File: src/rtl/uart_rx.sv
// uart_rx: 16x-oversampled UART receiver, 8N1 framing (8E1 when UART_RX_PARITY_EN
// is defined), LSB first. The received character is presented on a valid/ready
// holding register. Framing, overrun and parity errors are reported as 1-cycle pulses.
// Optional feature macro: UART_RX_PARITY_EN (adds the PARITY state and o_parity_err).
module uart_rx #(
  parameter int unsigned DATA_BITS  = 8,
  parameter int unsigned OVERSAMPLE = 16
) (
  input  logic                 i_clk,
  input  logic                 i_reset,
  input  logic                 i_tick,
  input  logic                 i_rx,
  output logic [DATA_BITS-1:0] o_data,
  output logic                 o_valid,
  input  logic                 i_ready,
  output logic                 o_frame_err,
  output logic                 o_overrun,
  output logic                 o_busy
`ifdef UART_RX_PARITY_EN
  ,
  output logic                 o_parity_err
`endif
);

  localparam int unsigned TW = $clog2(OVERSAMPLE);
  localparam int unsigned BW = $clog2(DATA_BITS + 1);
  localparam logic [TW-1:0] TICK_MID  = TW'(OVERSAMPLE / 2 - 1);
  localparam logic [TW-1:0] TICK_LAST = TW'(OVERSAMPLE - 1);
  localparam logic [BW-1:0] BIT_LAST  = BW'(DATA_BITS - 1);

  typedef enum logic [2:0] {
    S_IDLE,
    S_START,
    S_DATA,
`ifdef UART_RX_PARITY_EN
    S_PARITY,
`endif
    S_STOP
  } state_t;

  logic                 rx_meta, rx_s;
  state_t               state, state_d;
  logic [TW-1:0]        tick_cnt, tick_d;
  logic [BW-1:0]        bit_cnt, bit_d;
  logic [DATA_BITS-1:0] shift, shift_d;
  // Cleared by a frame error so a held-low (break) line does not retrigger START.
  logic                 armed, armed_d;
  logic                 stop_good, frame_bad;
`ifdef UART_RX_PARITY_EN
  logic                 par_bit, par_d;
  logic                 par_bad;
`endif

  // Two-flop synchroniser for the asynchronous serial line (idles high).
  always_ff @(posedge i_clk or posedge i_reset) begin
    if (i_reset) begin
      rx_meta <= 1'b1;
      rx_s    <= 1'b1;
    end else begin
      rx_meta <= i_rx;
      rx_s    <= rx_meta;
    end
  end

  // FSM and datapath state registers.
  always_ff @(posedge i_clk or posedge i_reset) begin
    if (i_reset) begin
      state    <= S_IDLE;
      tick_cnt <= '0;
      bit_cnt  <= '0;
      shift    <= '0;
      armed    <= 1'b1;
`ifdef UART_RX_PARITY_EN
      par_bit  <= 1'b0;
`endif
    end else begin
      state    <= state_d;
      tick_cnt <= tick_d;
      bit_cnt  <= bit_d;
      shift    <= shift_d;
      armed    <= armed_d;
`ifdef UART_RX_PARITY_EN
      par_bit  <= par_d;
`endif
    end
  end

  // Next-state logic: deframing, counters and stop-bit verdict.
  always_comb begin
    state_d   = state;
    tick_d    = tick_cnt;
    bit_d     = bit_cnt;
    shift_d   = shift;
    armed_d   = armed | rx_s;
    stop_good = 1'b0;
    frame_bad = 1'b0;
`ifdef UART_RX_PARITY_EN
    par_d     = par_bit;
    par_bad   = 1'b0;
`endif
    case (state)
      S_IDLE: begin
        if (!rx_s && armed) begin
          state_d = S_START;
          tick_d  = '0;
        end
      end
      S_START: begin
        if (i_tick) begin
          if (tick_cnt == TICK_MID) begin
            tick_d = '0;
            if (!rx_s) begin
              state_d = S_DATA;
              bit_d   = '0;
            end else begin
              state_d = S_IDLE;
            end
          end else begin
            tick_d = tick_cnt + 1'b1;
          end
        end
      end
      S_DATA: begin
        if (i_tick) begin
          if (tick_cnt == TICK_LAST) begin
            tick_d  = '0;
            shift_d = {rx_s, shift[DATA_BITS-1:1]};
            bit_d   = bit_cnt + 1'b1;
            if (bit_cnt == BIT_LAST) begin
`ifdef UART_RX_PARITY_EN
              state_d = S_PARITY;
`else
              state_d = S_STOP;
`endif
            end
          end else begin
            tick_d = tick_cnt + 1'b1;
          end
        end
      end
`ifdef UART_RX_PARITY_EN
      S_PARITY: begin
        if (i_tick) begin
          if (tick_cnt == TICK_LAST) begin
            tick_d  = '0;
            par_d   = rx_s;
            state_d = S_STOP;
          end else begin
            tick_d = tick_cnt + 1'b1;
          end
        end
      end
`endif
      S_STOP: begin
        if (i_tick) begin
          if (tick_cnt == TICK_LAST) begin
            tick_d  = '0;
            state_d = S_IDLE;
            if (rx_s) begin
`ifdef UART_RX_PARITY_EN
              if (^{shift, par_bit}) par_bad = 1'b1;
              else                   stop_good = 1'b1;
`else
              stop_good = 1'b1;
`endif
            end else begin
              frame_bad = 1'b1;
              armed_d   = 1'b0;
            end
          end else begin
            tick_d = tick_cnt + 1'b1;
          end
        end
      end
      default: state_d = S_IDLE;
    endcase
  end

  // Holding register: commit, accept, overrun and error pulses.
  always_ff @(posedge i_clk or posedge i_reset) begin
    if (i_reset) begin
      o_data       <= '0;
      o_valid      <= 1'b0;
      o_frame_err  <= 1'b0;
      o_overrun    <= 1'b0;
`ifdef UART_RX_PARITY_EN
      o_parity_err <= 1'b0;
`endif
    end else begin
      o_frame_err  <= frame_bad;
      o_overrun    <= 1'b0;
`ifdef UART_RX_PARITY_EN
      o_parity_err <= par_bad;
`endif
      if (stop_good) begin
        if (!o_valid || i_ready) begin
          o_data  <= shift;
          o_valid <= 1'b1;
        end else begin
          o_overrun <= 1'b1;
        end
      end else if (o_valid && i_ready) begin
        o_valid <= 1'b0;
      end
    end
  end

  assign o_busy = (state != S_IDLE);

endmodule

File: config.mk
export PLATFORM = sky130hd
export DESIGN_NAME = uart_rx
export DESIGN_NICKNAME = d
export VERILOG_FILES = /design/src/rtl/uart_rx.sv
export SDC_FILE = /design/constraint.sdc
export NUM_CORES = 1
export LEC_CHECK = 0
export ABC_CLOCK_PERIOD_IN_PS = 2200
export CAP_MARGIN = 40
export CELL_PAD_IN_SITES_DETAIL_PLACEMENT = 0
export CELL_PAD_IN_SITES_GLOBAL_PLACEMENT = 1
export CORE_UTILIZATION = 44
export CTS_CLUSTER_SIZE = 20
export DETAILED_ROUTE_END_ITERATION = 12
export PLACE_DENSITY_LB_ADDON = 0.05
export SLEW_MARGIN = 5
export SYNTH_ARGS = -nofsm -noshare
export SYNTH_HDL_FRONTEND = slang
export SYNTH_SLANG_ARGS = --single-unit
File: constraint.sdc
create_clock -name i_clk -period 2.2 [get_ports i_clk]
set_input_delay 0.44 -clock i_clk [delete_from_list [all_inputs] [get_ports i_clk]]
set_output_delay 0.44 -clock i_clk [all_outputs]
set_load 0.005 [all_outputs]
==> impl_results.md, run 1 <==
- VDD IR max: 0.4251 mV
- Buf/Inv on CP: 2
- Post-Route Setup TNS: 0 ps
- HP Class: flop to flop
- Core ar.: 3053 um2
- Layout area overhead: 20.49%
- Clk pwr share: 25.9%
- CP Max Fanout: 11
- Pwr dens: 780.4 nW/um2
- Ports: 17
- Vias in the first global route: 903
- Worst slew pin tran: 474.9 ps
- CTS buffer count: 5
- Length of routed wiring on met1: 1.044 mm
- Worst path slowest cell: dfrtp_1
- Via Count: 888
- Slew HR: 68.31%
- CP required: 1760 ps
- Hold violation total from the final report: 0
- Critical path cell sequence: nor2_1, inv_1, clkdlybuf4s50_1
- FF+latch area: 805.8 um2
- Setup bufs post-CTS: 0
- GP Congestion: 0.7213
- Fin. max-slew vios: 0
- Final WS setup: 183.7 ps
- Routed wl met2: 1.047 mm
- Post-synth ARST share: 100.0%
- Avg Vias per Cell: 5.017
- Initial Utilization: 46.60%
- Pre-CTS WS: 96.34 ps
- Synthesized area per cell: 13.05 um2
- Fillers: 278
- Gr usage total: 16.35%
- Residual DRC: 0
- Final Cycle Share: 91.65%
- Root Driver: clkbuf_4
- Total power: 0.001338 W
- Worst-path clk slew: 90 ps
- Max-Cap Viols: 0
- Uppermost layer routed: met4
- Setup-failing EPs final: 0
- DR WL/cell: 12.75 um
- Die height: 58.86 um
- Initial DRT Pass Iterations: 2
- # diodes: 0
- Leak: 0.8058 nW
- Comb pwr share: 19.1%
- PortBufs: 16
- Seq cells post-synth: 32
- Met3 WL: 110 um
- Clock sinks: 32
- Number of enable flip-flop cells after synthesis: 0
- Initial antenna violation count: 0
- Largest net degree at the start of global routing: 33
- Upper clock frequency limit: 0.4960 GHz
- Synthesized instance count: 109
- Final global-route overflow total: 0
- WL final: 2.257 mm
- RSZ-0062 raised after global routing: false
- Clk buf depth: 2
- Crit-path max cell delay: 540 ps
- CTS tree: built
- Die ar.: 3465 um2
- Status: completed
- Net Sw Frac: 30.81%
- Fin nets: 139
- Num rows: 20
- Initial DRC Count: 5
- Final HPWL DP: 1.626 mm
- Largest delay share family, worst path: buffers and inverters
- Synth Warn #: 0
- NetSw: 0.0004122 W
- # placed instances: 169
- First-pass GRT wire length: 4.050 mm
- Register area share after synthesis: 56.55%
- Die Wd: 58.86 um
- Dominant synthesized flop cell: dfrtp_1
- Fraction of layout instances using a drive strength above 1: 25.56%
- Clk_lat worst skew: 330 ps
- Sequential share of power: 55.0%
- Post-CTS Hold Buffers: 0
- Final ANT Viol Nets: 0
- Arrival @ worst endpoint: 1580 ps
- Tmin final: 2016 ps
- Worst setup path class: flop to output port
- Crit end category: output port
- Skew final: 6.785 ps
- DP Area: 1652 um2
- Multi-input logic area: 574.3 um2
- Post-Layout Cell Count: 177
- Final Instance Area: 1714 um2
- Critical Path Start Type: flop
- Mapped Nets: 116
- Post-synth cell types: 33
- Htree depth: 2
- Post-Syn Area: 1423 um2
- Int Power: 0.0009256 W
==> layer usage <==
| layer | GRT usage (%) | vias to the layer above |
|---|---|---|
| met5 | 0 | - |
| met4 | 8.163 | 0 |
| met3 | 6.813 | 9 |
| met2 | 24.03 | 18 |
| met1 | 20.65 | 427 |
| li1 | - | 434 |
==> sequential cells by signal, indices dropped and copies added, names as in the netlist <==
signal and flops:
rx_meta 1, o_valid 1, bit_cnt 4, o_overrun 1, armed 1, shift 8, rx_s 1, o_data 8
state 2, o_frame_err 1, tick_cnt 4
==> synth_stat cells (all sizes together) (2+ instances only) <==
library cell,number,area (um2)
nor2,5,18.77
dfrtp,29,725.7
dfstp,3,78.83
nand2,7,26.28
o21ai,5,25.02
buf,4,28.78
nor2b,2,15.02
a31oi,2,12.51
inv,4,15.01
a21o,2,15.01
a22o,2,17.52
ha,2,25.02
mux2,19,247.7
nand3,10,50.05
==> cells in the final DEF (no fill, tap or decap), types with 2 or more instances in the layout <==
cell type / synthesis / routed
a21o_1: 2 / 2
a22o_1: 2 / 2
a31oi_1: 2 / 2
buf_4: 1 / 3
clkbuf_4: 0 / 5
clkdlybuf4s50_1: 0 / 16
clkinv_2: 0 / 2
dfrtp_1: 29 / 28
dfstp_2: 3 / 3
ha_1: 2 / 2
inv_1: 4 / 4
mux2_1: 6 / 6
mux2_2: 4 / 4
mux2_4: 9 / 9
nand2_1: 7 / 7
nand3_1: 10 / 10
nor2_1: 5 / 5
o21ai_0: 4 / 4
==> final cells by class <==
class	instances	share of cell area [%]
inverter	4	0.8759
timing repair buffer	20	11.82
clock inverter	2	0.5839
tap	44	3.212
multi-input combinational	69	33.50
clock buffer	6	2.993
sequential	32	47.01
==> logic make-up (layout without fill, tap and decap cells) <==
kind of cell | count (synthesis) | in the layout | share of synthesized area [%]
XOR/XNOR | 1 | 1 | 0.6158
AND/OR/NAND/NOR | 32 | 32 | 13.46
multiplexers | 19 | 19 | 17.41
buffers and inverters | 8 | 32 | 3.078
adder cells (fa/ha/maj) | 2 | 2 | 1.759
AO/OA/AOI/OAI | 15 | 15 | 7.124
flip-flops | 32 | 32 | 56.55
==> power by group through the flow <==
stage / sequential (W) / combinational, W / clock [W]
3_5_place_dp: 0.000742 / 0.000259 / 0
2_1_floorplan: 0.000686 / 0.000243 / 0
5_1_grt: 0.000751 / 0.000289 / 0.000390
6_report: 0.000735 / 0.000256 / 0.000347
4_1_cts: 0.000732 / 0.000259 / 0.000365
3_3_place_gp: 0.000744 / 0.000256 / 0
==> worst paths after layout <==
path | start | end | slack (ps) | cells past startpoint
worst max-delay path | state[0] | o_busy | 180 | 3
worst min-delay path | rx_meta | rx_s | 360 | 0
worst max register to register | tick_cnt[0] | shift[0] | 360 | 4
worst min register to register | rx_meta | rx_s | 360 | 0
max in group asynchronous | i_reset | rx_meta | 1380 | 3
min in group asynchronous | i_reset | o_valid | 490 | 3
==> worst register-to-register path: stages (launching register included) <==
cell	delay, ps
dfrtp_1	420
ha_1	260
and4_4	270
and2_1	390
mux2_2	390
==> metrics by stage <==
stage / hold WS, ps / utilization, %
after detailed placement: 349.6 / 54.10
after CTS: 364.2 / 56.11
final: 361.8 / 56.15
after global routing: 373.5 / 56.15
after global placement: 348.5 / 54.10
after floorplan: 345.2 / -
==> timing repair <==
item | CTS | global route
endpoints found under the setup margin | 0 | 1
endpoints found under the hold margin | 0 | 0
gates resized for setup | 0 | 1
(Power assumes the default switching activity.)
==> run 2: changes to the inputs <==
--- a/config.mk
+++ b/config.mk
@@ -6,7 +6,7 @@
 export NUM_CORES = 1
 export LEC_CHECK = 0
 export ABC_CLOCK_PERIOD_IN_PS = 2200
-export CAP_MARGIN = 40
+export CAP_MARGIN = 0
 export CELL_PAD_IN_SITES_DETAIL_PLACEMENT = 0
 export CELL_PAD_IN_SITES_GLOBAL_PLACEMENT = 1
 export CORE_UTILIZATION = 44
==> results of run 2 <==
Final layout, timing and power as in run 1 (identical DEF).
==> run 3: changes to the inputs <==
--- a/config.mk
+++ b/config.mk
@@ -5,11 +5,12 @@
 export SDC_FILE = /design/constraint.sdc
 export NUM_CORES = 1
 export LEC_CHECK = 0
+export ABC_AREA = 1
 export ABC_CLOCK_PERIOD_IN_PS = 2200
 export CAP_MARGIN = 0
 export CELL_PAD_IN_SITES_DETAIL_PLACEMENT = 0
 export CELL_PAD_IN_SITES_GLOBAL_PLACEMENT = 1
-export CORE_UTILIZATION = 44
+export CORE_UTILIZATION = 41
 export CTS_CLUSTER_SIZE = 20
 export DETAILED_ROUTE_END_ITERATION = 12
 export PLACE_DENSITY_LB_ADDON = 0.05
==> run 3 against run 2 <==
Against the previous run: cell area rose by 1.8%; area after synthesis rose by 2.7%; sequential power fell by 2%; critical endpoint unchanged; largest cell class unchanged.
==> impl_results.md, run 3 <==
- Initial DRT Pass Iterations: 4 (+2)
- Layout area overhead: 19.35%
- Hold WS: 361.6 ps (-0.2840 ps)
- Final ANT Viol Nets: 0 (unchanged)
- GP Congestion: 0.7704 (+6.8%)
- Seq cells post-synth: 32 (unchanged)
- DP Area: 1675 um2 (+1.4%)
- CP Max Fanout: 6 (-5)
- # placed instances: 233 (+38%)
- Htree depth: 2 (unchanged)
- Fin nets: 201 (+45%)
- Synth cell count leaders: 76 x nand2_1, 29 x dfrtp_1, 12 x inv_1, 11 x nor2_1, 9 x nand3_1
- Core ar.: 3363 um2 (+10%)
- Clock sinks: 32 (unchanged)
- Initial DRC Count: 43 (+38)
- Comb pwr share: 24.9% (+5.8 points)
- Clk_lat worst skew: 330 ps (about the same)
- Die Wd: 61.70 um (+4.8%)
- Post-synthesis mux area share: 0% (-17 points)
- CTS tree: built
- Net Sw Frac: 33.20% (+2.4 points)
- Arrival @ worst endpoint: 1450 ps (-130 ps)
- Status: completed
- Worst-path clk slew: 100 ps (about the same)
- WL final: 2.618 mm (+16%)
- Setup-failing EPs final: 0 (unchanged)
- Clk buf depth: 2 (unchanged)
- Fin. max-slew vios: 0 (unchanged)
- Clk pwr share: 25.7% (-0.2 points)
- Ports: 17 (unchanged)
- PortBufs: 16 (unchanged)
- Post-Layout Cell Count: 241 (+36%)
- Tmin final: 1889 ps (-127.2 ps)
- Final Instance Area: 1744 um2 (+1.8%)
- Register area share after synthesis: 55.05% (-1.5 points)
- Int Power: 0.0009742 W (+5.2%)
- Root Driver: clkbuf_4
- Avg Vias per Cell: 4.672 (-6.9%)
- Upper clock frequency limit: 0.5294 GHz (+6.7%)
- Dominant synthesized flop cell: dfrtp_1
- Synth Warn #: 0 (unchanged)
- VDD IR max: 0.3824 mV (-10%)
- Final HPWL DP: 1.951 mm (+20%)
- Post-Synth Adder-Cell Area: 1.712% (-0.047 points)
- CTS buffer count: 5 (unchanged)
- Slew HR: 73.83% (+5.5 points)
- Leak: 0.9084 nW (+13%)
- Largest cells by area after synthesis: dfrtp_1 50%, nand2_1 20%, dfstp_2 5.4%
- Via Count: 1126 (+27%)
- Hold violation total from the final report: 0 (unchanged)
- Reg2Reg Depth: 6 (+2)
- Worst slew pin tran: 392.6 ps (-82.26 ps)
- Post-Route Setup TNS: 0 ps (unchanged)
- Residual DRC: 0 (unchanged)
- NetSw: 0.0004841 W (+17%)
- Fraction of layout instances using a drive strength above 1: 12.82% (-13 points)
- Die height: 61.70 um (+4.8%)
- Largest net degree at the start of global routing: 33 (unchanged)
- CTS resizes: 0 (unchanged)
- Post-Syn Area: 1461 um2 (+2.7%)
- Max-Cap Viols: 0 (unchanged)
- Post-CTS Hold Buffers: 0 (unchanged)
- Crit end category: output port
- Synth area leader: dfrtp_1
- Num rows: 21 (+5.0%)
- Synth Area in Simple Gates: 31.25% (+18 points)
- Die ar.: 3807 um2 (+9.9%)
- Dominant cell by count in the synthesized netlist: nand2_1
- Biggest regs: o_data: 8 flops, shift: 8 flops
- Post-synth cell types: 25 (-24%)
- Synthesized instance count: 171 (+57%)
- Setup bufs post-CTS: 0 (unchanged)
- HP Class: flop to flop
- Most frequent cells in the layout: 76 x nand2_1, 29 x dfrtp_1, 16 x clkdlybuf4s50_1, 12 x inv_1, 11 x nor2_1
- # diodes: 0 (unchanged)
- Synthesized area per cell: 8.546 um2 (-35%)
- Initial Utilization: 43.45% (-3.1 points)
- Worst setup path class: flop to output port
- Mapped Nets: 178 (+53%)
- Largest family of logic cells by synthesized area: simple AND/OR/NAND/NOR gates
- Final global-route overflow total: 0 (unchanged)
- Min-Delay Path Depth: 0 (unchanged)
- Vias in the first global route: 1080 (+20%)
- Sequential share of power: 49.4% (-5.6 points)
- Final Cycle Share: 85.87% (-5.8 points)
- Initial antenna violation count: 0 (unchanged)
- CP required: 1760 ps (about the same)
- Total power: 0.001458 W (+9.0%)
- Most common cell after layout, fill and taps aside: nand2_1
- Skew final: 13.50 ps (+6.711 ps)
- Gr usage total: 16.80% (+0.45 points)
- Critical Path Start Type: flop
- Number of enable flip-flop cells after synthesis: 0 (unchanged)
- Compound-Gate Fraction of Synth Area: 5.565% (-1.6 points)
- RSZ-0062 raised after global routing: false
- Pwr dens: 836.1 nW/um2 (+7.1%)
- DR WL/cell: 10.86 um (-15%)
- Post-synth ARST share: 100.0% (unchanged)
- First-pass GRT wire length: 4.574 mm (+13%)
- Xor and xnor area share after synthesis: 1.199% (+0.58 points)
- Synth top area share: 49.66% (-1.4 points)
-- run 3: stage by stage --
stage	utilization, %	setup slack, ps
final	51.86	310.9
after floorplan	-	883.5
after global routing	51.86	240.2
after detailed placement	49.81	400.4
after CTS	51.86	302.1
after global placement	49.81	452.4
-- run 3: path summary, 6_finish.rpt --
check | startpoint | endpoint | slack [ps]
min reg2reg | rx_meta | rx_s | 360
min in group asynchronous | i_reset | shift[6] | 490
max in group asynchronous | i_reset | rx_meta | 1380
max reg2reg | tick_cnt[0] | shift[1] | 720
max | state[1] | o_busy | 310
min | rx_meta | rx_s | 360
-- run 3: worst max-delay path: stages, from the launching register on --
cell	delay [ps]
dfrtp_1	480
inv_2	60
nand2_1	80
clkdlybuf4s50_1	500
-- run 3: cell type report --
class,instances,area [um2]
Multi-Input combinational cell,122,580.6
Clock buffer,8,68.82
Fill cell,352,1619
Tap cell,46,57.56
Inverter,16,65.06
Sequential cell,32,804.5
Timing Repair Buffer,17,167.7
-- run 3: logic make-up after synthesis --
| group | Yosys count |
|---|---|
| xor+xnor | 2 |
| simple gates | 105 |
| buf+inv | 17 |
| fa+ha+maj | 2 |
| flops | 32 |
| compound gates | 13 |
-- run 3: per-layer routing --
layer	vias up	track usage, %	wire length [um]
li1	578	-	-
met1	524	19.45	1209
met2	18	27.96	1260
met3	6	5.590	91
met4	0	8.254	56
met5	-	0	0
-- run 3: power groups by stage --
stage	Clock (W)	Combinational, W	Sequential (W)
global route	0.000420	0.000424	0.000731
global placement	0	0.000358	0.000729
CTS	0.000397	0.000368	0.000719
detailed placement	0	0.000367	0.000730
floorplan	0	0.000269	0.000717
finish	0.000375	0.000363	0.000721
